**config.mk**
```make
export PLATFORM = sky130hd
export DESIGN_NAME = whack_game_core
export DESIGN_NICKNAME = d
export VERILOG_FILES = /design/src/rtl/whack_game_core.sv
export SDC_FILE = /design/constraint.sdc
export NUM_CORES = 1
export LEC_CHECK = 0
export BUFFER_PORTS_ARGS = -buffer_cell sky130_fd_sc_hd__buf_2
export CORE_MARGIN = 10
export CORE_UTILIZATION = 50
export CTS_BUF_LIST = sky130_fd_sc_hd__clkbuf_4 sky130_fd_sc_hd__clkbuf_8 sky130_fd_sc_hd__clkbuf_16
export DETAILED_ROUTE_END_ITERATION = 12
export HOLD_SLACK_MARGIN = 0.05
export PLACE_DENSITY = 0.66
export SLEW_MARGIN = 20
export SYNTH_ARGS = -nofsm -noshare
export SYNTH_HDL_FRONTEND = slang
export SYNTH_SLANG_ARGS = --single-unit
```
**constraint.sdc**
```tcl
create_clock -name clk -period 21.5 [get_ports clk]
set_clock_uncertainty 0.1 [all_clocks]
set_input_delay 3.225 -clock clk [delete_from_list [all_inputs] [get_ports clk]]
set_output_delay 3.225 -clock clk [all_outputs]
set_load 0.03 [all_outputs]
```
**src/rtl/whack_game_core.sv**
```systemverilog
// whack_game_core: parametrised whack-a-mole engine with timed moles, miss limit and LFSR spawning
module whack_game_core #(
  parameter int NUM_HOLES = 9,
  parameter int SCORE_W = 8,
  parameter int MAX_MOLES = 2,
  parameter int TICK_DIV = 10_000_000,
  parameter int GAME_TICKS = 300,
  parameter int MOLE_LIFE = 8,
  parameter int MAX_MISSES = 5,
  parameter logic [15:0] SEED = 16'hACE1
) (
  input  logic                 clk,
  input  logic                 rst,
  input  logic                 start_game,
  input  logic                 hit_valid,
  input  logic [3:0]           hit_idx,
  output logic [NUM_HOLES-1:0] map,
  output logic [SCORE_W-1:0]   score,
  output logic [SCORE_W-1:0]   misses,
  output logic [15:0]          time_left,
  output logic [1:0]           cur_state,
  output logic                 game_over
);
  localparam int PW = $clog2(TICK_DIV);
  localparam int LW = $clog2(MOLE_LIFE + 1);
  typedef enum logic [1:0] {IDLE = 2'b00, PLAY = 2'b01, OVER = 2'b10} state_t;
  state_t state;
  logic [15:0] lfsr;
  logic [PW-1:0] presc;
  logic [NUM_HOLES-1:0][LW-1:0] life, life_n;
  logic [NUM_HOLES-1:0] map_n, hit_vec, spawn_vec;
  logic [7:0] spawn_idx;
  logic [4:0] pop, exp_cnt;
  logic [SCORE_W+4:0] miss_sum;
  logic [SCORE_W-1:0] score_n, misses_n;
  logic tick, spawn_ok, done;
  assign cur_state = state;
  assign tick = presc == PW'(TICK_DIV - 1);
  assign spawn_idx = lfsr[7:0] % 8'(NUM_HOLES);
  always_comb begin
    pop = '0;
    hit_vec = '0;
    spawn_vec = '0;
    for (int i = 0; i < NUM_HOLES; i++) begin
      hit_vec[i] = hit_valid && hit_idx == 4'(i) && map[i];
      spawn_vec[i] = spawn_idx == 8'(i);
      pop = pop + 5'(map[i]);
    end
  end
  // eligibility and occupancy use the start-of-cycle map, so a hole freed this cycle cannot respawn
  assign spawn_ok = tick && pop < 5'(MAX_MOLES) && !(|(map & spawn_vec));
  always_comb begin
    map_n = map;
    life_n = life;
    exp_cnt = '0;
    for (int i = 0; i < NUM_HOLES; i++) begin
      if (hit_vec[i]) begin
        map_n[i] = 1'b0;
        life_n[i] = '0;
      end else if (tick && map[i]) begin
        life_n[i] = life[i] - 1'b1;
        if (life[i] == LW'(1)) begin
          map_n[i] = 1'b0;
          exp_cnt = exp_cnt + 5'd1;
        end
      end
      if (spawn_ok && spawn_vec[i]) begin
        map_n[i] = 1'b1;
        life_n[i] = LW'(MOLE_LIFE);
      end
    end
  end
  assign miss_sum = {5'd0, misses} + {{SCORE_W{1'b0}}, exp_cnt};
  assign misses_n = miss_sum > {5'd0, {SCORE_W{1'b1}}} ? '1 : miss_sum[SCORE_W-1:0];
  assign score_n = (|hit_vec) && score != '1 ? score + 1'b1 : score;
  assign done = (tick && time_left == 16'd1) || miss_sum >= (SCORE_W + 5)'(MAX_MISSES);
  always_ff @(posedge clk or posedge rst) begin
    if (rst) begin
      state <= IDLE;
      lfsr <= SEED;
      presc <= '0;
      life <= '0;
      map <= '0;
      score <= '0;
      misses <= '0;
      time_left <= '0;
      game_over <= 1'b0;
    end else begin
      lfsr <= {lfsr[14:0], lfsr[15] ^ lfsr[13] ^ lfsr[12] ^ lfsr[10]};
      game_over <= 1'b0;
      if (start_game) begin
        state <= PLAY;
        presc <= '0;
        life <= '0;
        map <= '0;
        score <= '0;
        misses <= '0;
        time_left <= 16'(GAME_TICKS);
      end else if (state == PLAY) begin
        presc <= tick ? '0 : presc + 1'b1;
        life <= life_n;
        score <= score_n;
        misses <= misses_n;
        time_left <= tick ? time_left - 16'd1 : time_left;
        map <= done ? '0 : map_n;
        if (done) begin
          state <= OVER;
          game_over <= 1'b1;
        end
      end
    end
  end
endmodule

```
After elaboration in Yosys (flattened, before gate mapping). Index checks and enable logic that the tools add are counted.

Flip-flop bits (word level): 120. Input bits: 8. Output and inout port bits: 44. Word-level logic and storage cells: 302.

$add $sub $neg: 29. Divide/modulo/power cells: 1. Order comparisons: 3. Equal/unequal tests: 29. Muxes and demuxes: 113. Bitwise gates (word level): 4. Reductions and logical operators: 98.

Operator list (count): 2-to-1 mux 5 bit (24); 2-to-1 mux 4 bit (27); nonzero test 5 bit (18); 2-to-1 mux 24 bit (3); 2-to-1 mux 36 bit (2); 2-to-1 mux 16 bit (3); 2-to-1 mux 8 bit (6); 2-to-1 mux 1 bit (42); adder 5 x 1 -> 5 bit, second input constant (8); == test 4 x 1 -> 1 bit, second input constant (10); logical AND 1 bit (40); nonzero test 4 bit (9); subtractor 4 x 1 -> 4 bit, second input constant (9); == test 8 x 3 -> 1 bit, second input constant (4); 2-to-1 mux 9 bit (3); AND reduction 3 bit (9); adder 24 x 1 -> 24 bit, second input constant (1); == test 24 bit, second input constant (1); AND reduction 2 bit (12); adder 5 x 1 -> 5 bit (4); OR reduction 9 bit (2); == test 16 x 1 -> 1 bit, second input constant (1); == test 4 x 3 -> 1 bit, second input constant (4); == test 8 x 2 -> 1 bit, second input constant (2); other kinds (25) (33).

Depth between registers and ports, before layout.
Depth in word-level cells: 42. Depth in mapped cells: 35. Mapped depth without buffers: 34.

Worst setup path before layout. No wires, ideal clock.

Kind: input to register. From: input hit_idx[3]. To: register map[8]. Setup time: 0.083 ns. Arrival time: 9.908 ns. Required time: 21.317 ns. Path slack: 11.409 ns. Cell stages on the path: 31. Buffers on the path: 1. Cells stage by stage: nor3b_2 > and3_1 > nor2_1 > ha_1 > mux2i_2 > nor2_1 > ha_1 > a221o_1 > a21oi_1 > nor2_1 > ha_1 > xor2_1 > a311oi_1 > ha_1 > a22o_1 > ha_1 > mux2_2 > ha_1 > mux2i_1 > inv_1 > ha_1 > a21o_1 > a21oi_1 > o21bai_1 > a21oi_1 > xnor2_1 > nor3_1 > clkbuf_1 > nand2_1 > a2bb2oi_1 > o21ai_0.

Cells in the longest elaborated chain, start to end: 42.

Ends and longest elaborated chain: from (decl) (RTL line 16) `input logic [3:0] hit_idx,`; logical NOT 4 bit (RTL line 45) `hit_vec[i] = hit_valid && hit_idx == 4'(i) && map[i];`; logical AND 1 bit (2 in series) (RTL line 45); 2-to-1 mux 1 bit (RTL line 57) `if (hit_vec[i]) begin`; adder 5 x 1 -> 5 bit (RTL line 64) `exp_cnt = exp_cnt + 5'd1;`; 2-to-1 mux 5 bit (RTL line 62) `if (life[i] == LW'(1)) begin`; 2-to-1 mux 5 bit (RTL line 60) `end else if (tick && map[i]) begin`; 2-to-1 mux 5 bit (RTL line 57); adder 5 x 1 -> 5 bit (RTL line 64); [25 not listed]; 2-to-1 mux 5 bit (RTL line 60); 2-to-1 mux 5 bit (RTL line 57); adder 8 x 5 -> 9 bit (RTL line 73) `assign miss_sum = {5'd0, misses} + {{SCORE_W{1'b0}}, exp_cnt};`; greater-or-equal comparator 9 x 3 -> 1 bit (RTL line 76) `assign done = (tick && time_left == 16'd1) || miss_sum >= (SCORE_W + 5)'(MAX_MISSES);`; logical OR 1 bit (RTL line 76); 2-to-1 mux 9 bit (RTL line 105) `map <= done ? '0 : map_n;`; 2-to-1 mux 9 bit (RTL line 99) `end else if (state == PLAY) begin`; 2-to-1 mux 9 bit (RTL line 91) `if (start_game) begin`; to (signal assigned) (RTL line 105); to (decl) (RTL line 17) `output logic [NUM_HOLES-1:0] map,`.

Several ways; a longest one is shown, not always the timed one. The select of a mux whose other input is x is not followed. A chain may end at the register's enable or synchronous reset.

Worst setup path in the final report.
From: input hit_idx[3]. To: register map[0].

Same word-level chain as after synthesis.

==> reports/results.tsv <==
metric	value	unit
ios	52	
drtPass1Iterations	5	
core_area	18090	um2
finish.utilization	56.80	%
area_growth	10.91	%
worst_slew_pin_slew	0.9650	ns
syn_inst	1097	
yosys.cell_types.count	98	
crit_family	adder cells	
finalCritPeriodShare	49.52	%
syn_area	9263	um2
finalMaxSlewViolations	0	
detailed_place_hpwl	17640	um
drive_above_1_share	11.89	%
reg2reg_slack	12.63	ns
tns	0	ns
rr_startpoint	presc[13]	
synth_seq_cells	120	
cp.required	21.74	ns
grt_overflow	0	
worstPathArrival	10.89	ns
cts_max_path_buffers	2	
gp_congestion	0.9149	
layout_commonest_cell	dfrtp_1	
fmax	0.09393	GHz
worst_path_most_repeated_cell	ha_1	
worst-path-stages	33	
grt_pass1_vias	7903	
vias_per_cell	6.237	
grt_pass1_wl	40590	um
drt_iter0_markers	439	
outcome	finished, final reports clean	
fp.dieH	156.1	um
fin_nets	1185	
cts_buffers	17	
rr_worst_depth	33	
synth-seq-area-share	32.53	%
drc	0	
cts_setup_buffers	0	
cts_hold_buffers	0	
cts-root-buf	clkbuf_16	
cap_violations	0	
insertion_delay	0.43	ns
finalSetupViolations	0	
final_cell_mix	112 x dfrtp_1, 109 x nor2_1, 92 x nand2_1, 60 x a21oi_1, 56 x nand3_1	
crit_end	map[0]	
ant_nets	0	
synth-edff-count	0	
startpoint	hit_idx[3]	
cp_num_buf_inv	2	
syn_area_per_cell	8.444	um2
p_total	0.0006230	W
finalInstanceArea	10270	um2
grt_max_degree	81	
h-tree-depth	4	
rsz0062_at_grt	no	
fin_crit	10.65	ns
endpoint_kind	flop	
hold_viol	0	
antenna_found_initial	0	
ys_warn_count	0	
syn_nets	1151	
startpoint_type	input port	
grt.total_usage	20.12	%
cpPeakStageDelay	0.40	ns
cts_tree	yes	
clock-sinks	120	
wl_per_cell	18.00	um
diodes	0	
async_flop_share	100.0	%
critPathMaxFanout	11	
drt_wl_total	24710	um
power.leakage	4.343	nW
powerDensity	60.64	nW/um2
dr_total_vias	8564	
cts_resized	0	
row_count	49	
critical-path-slowest-cell	nor3b_2	
ir_worst_vdd	0.00005738	V
place_area	9693	um2
slew_headroom	35.66	%
start_util	51.21	%
synthFlopType	dfrtp_1	
crit_type	input port to flop	
dieWidth	156.1	um
io_buffers	51	
path_clk_slew	0.06	ns
dieArea	24370	um2
r2r_end	map[0]	
hold_class	flop to flop	
[area by class of cell]
cell class	count	area (um2)
Timing Repair Buffer	62	337.8
Fill cell	1621	7812
Clock inverter	15	155.1
Multi-Input combinational cell	873	5839
Tap cell	229	286.5
Sequential cell	120	3013
Inverter	57	216.5
Clock buffer	17	425.4
[cell families (layout without fill, tap and decap cells)]
logic type / Yosys count / in the layout / share of synthesized area (%)
AO/OA/AOI/OAI: 269 / 269 / 20.44
flip-flops: 120 / 120 / 32.53
AND/OR/NAND/NOR: 473 / 473 / 26.84
adder cells (fa/ha/maj): 46 / 46 / 6.619
XOR/XNOR: 69 / 69 / 7.267
multiplexers: 16 / 16 / 1.824
buffers and inverters: 104 / 151 / 4.485
[sequential cells by signal, indices dropped and copies added (netlist names)]
register / count
time_left: 16
lfsr: 16
score: 8
misses: 8
presc: 24
cur_state: 2
game_over: 1
life: 36
map: 9
[through the flow]
stage | instances | worst slack (ns) | hold slack (ns)
after global placement | 1341 | 10.77 | 0.2381
after detailed placement | 1341 | 10.46 | 0.2438
after floorplan | 1097 | 11.41 | 0.2312
final | 1373 | 10.85 | 0.2542
after CTS | 1373 | 10.89 | 0.2554
after global routing | 1373 | 10.24 | 0.2602
[layer usage]
metal	wire length, um	share of wire, %	vias up	GRT usage, %
li1	-	-	4123	-
met1	11490	47	4159	27.03
met2	11470	46	263	32.11
met3	1503	6.1	19	4.990
met4	246	1.0	0	4.180
met5	0	0	-	0
[synth_stat cells, types with 5 or more instances]
cell         n  area [um2]
inv_1       56       210.2
and3_1      16       100.1
xnor3_1      5       112.6
nor3_1      44       220.2
a211o_1      5       43.79
o2111ai_1    8       70.07
xnor2_1     31       271.5
a211oi_1     7       52.55
ha_1        41       513.0
nor2_1     110       412.9
a31oi_1     22       137.6
clkbuf_1    32       120.1
fa_1         5       100.1
o22ai_1     10       62.56
nand4_1     35       219.0
and4_1       5       43.79
dfstp_2      8       210.2
a21oi_1     60       300.3
nor4_1      14       87.58
a32oi_1      6       52.55
and2_1      11       68.82
mux2i_1     11       110.1
nor2b_1     12       75.07
nor3b_1      8       60.06
nand3_1     56       280.3
a21o_1      10       75.07
or3_1       17       106.4
buf_2        8       40.04
o21ai_0     53       265.3
xor2_1      33       289.0
dfrtp_1    112        2803
and3b_1      6       52.55
nand2b_1    10       62.56
nand2_1     92       345.3
o211ai_1    10       75.07
o31ai_1      9       67.56
[how the worst min path moves through the flow]
stage	startpoint	to	slack, ns	depth (start not counted)
floorplan	lfsr[8]	lfsr[9]	0.23	0
global placement	lfsr[14]	lfsr[15]	0.24	0
detailed placement	lfsr[9]	lfsr[10]	0.24	0
CTS	lfsr[8]	lfsr[9]	0.26	0
global route	lfsr[8]	lfsr[9]	0.26	0
finish	lfsr[8]	lfsr[9]	0.25	0
[where the power goes]
group / internal, W / leakage [nW] / switching (W) / total (W)
Combinational: 0.0000258 / 2.44 / 0.0000742 / 0.000100
Sequential: 0.000233 / 1.62 / 0.00000649 / 0.000239
Clock: 0.000164 / 0.285 / 0.000120 / 0.000284
Total: 0.000422 / 4.34 / 0.000201 / 0.000623
Note: power is estimated with default switching activity, not from simulation.
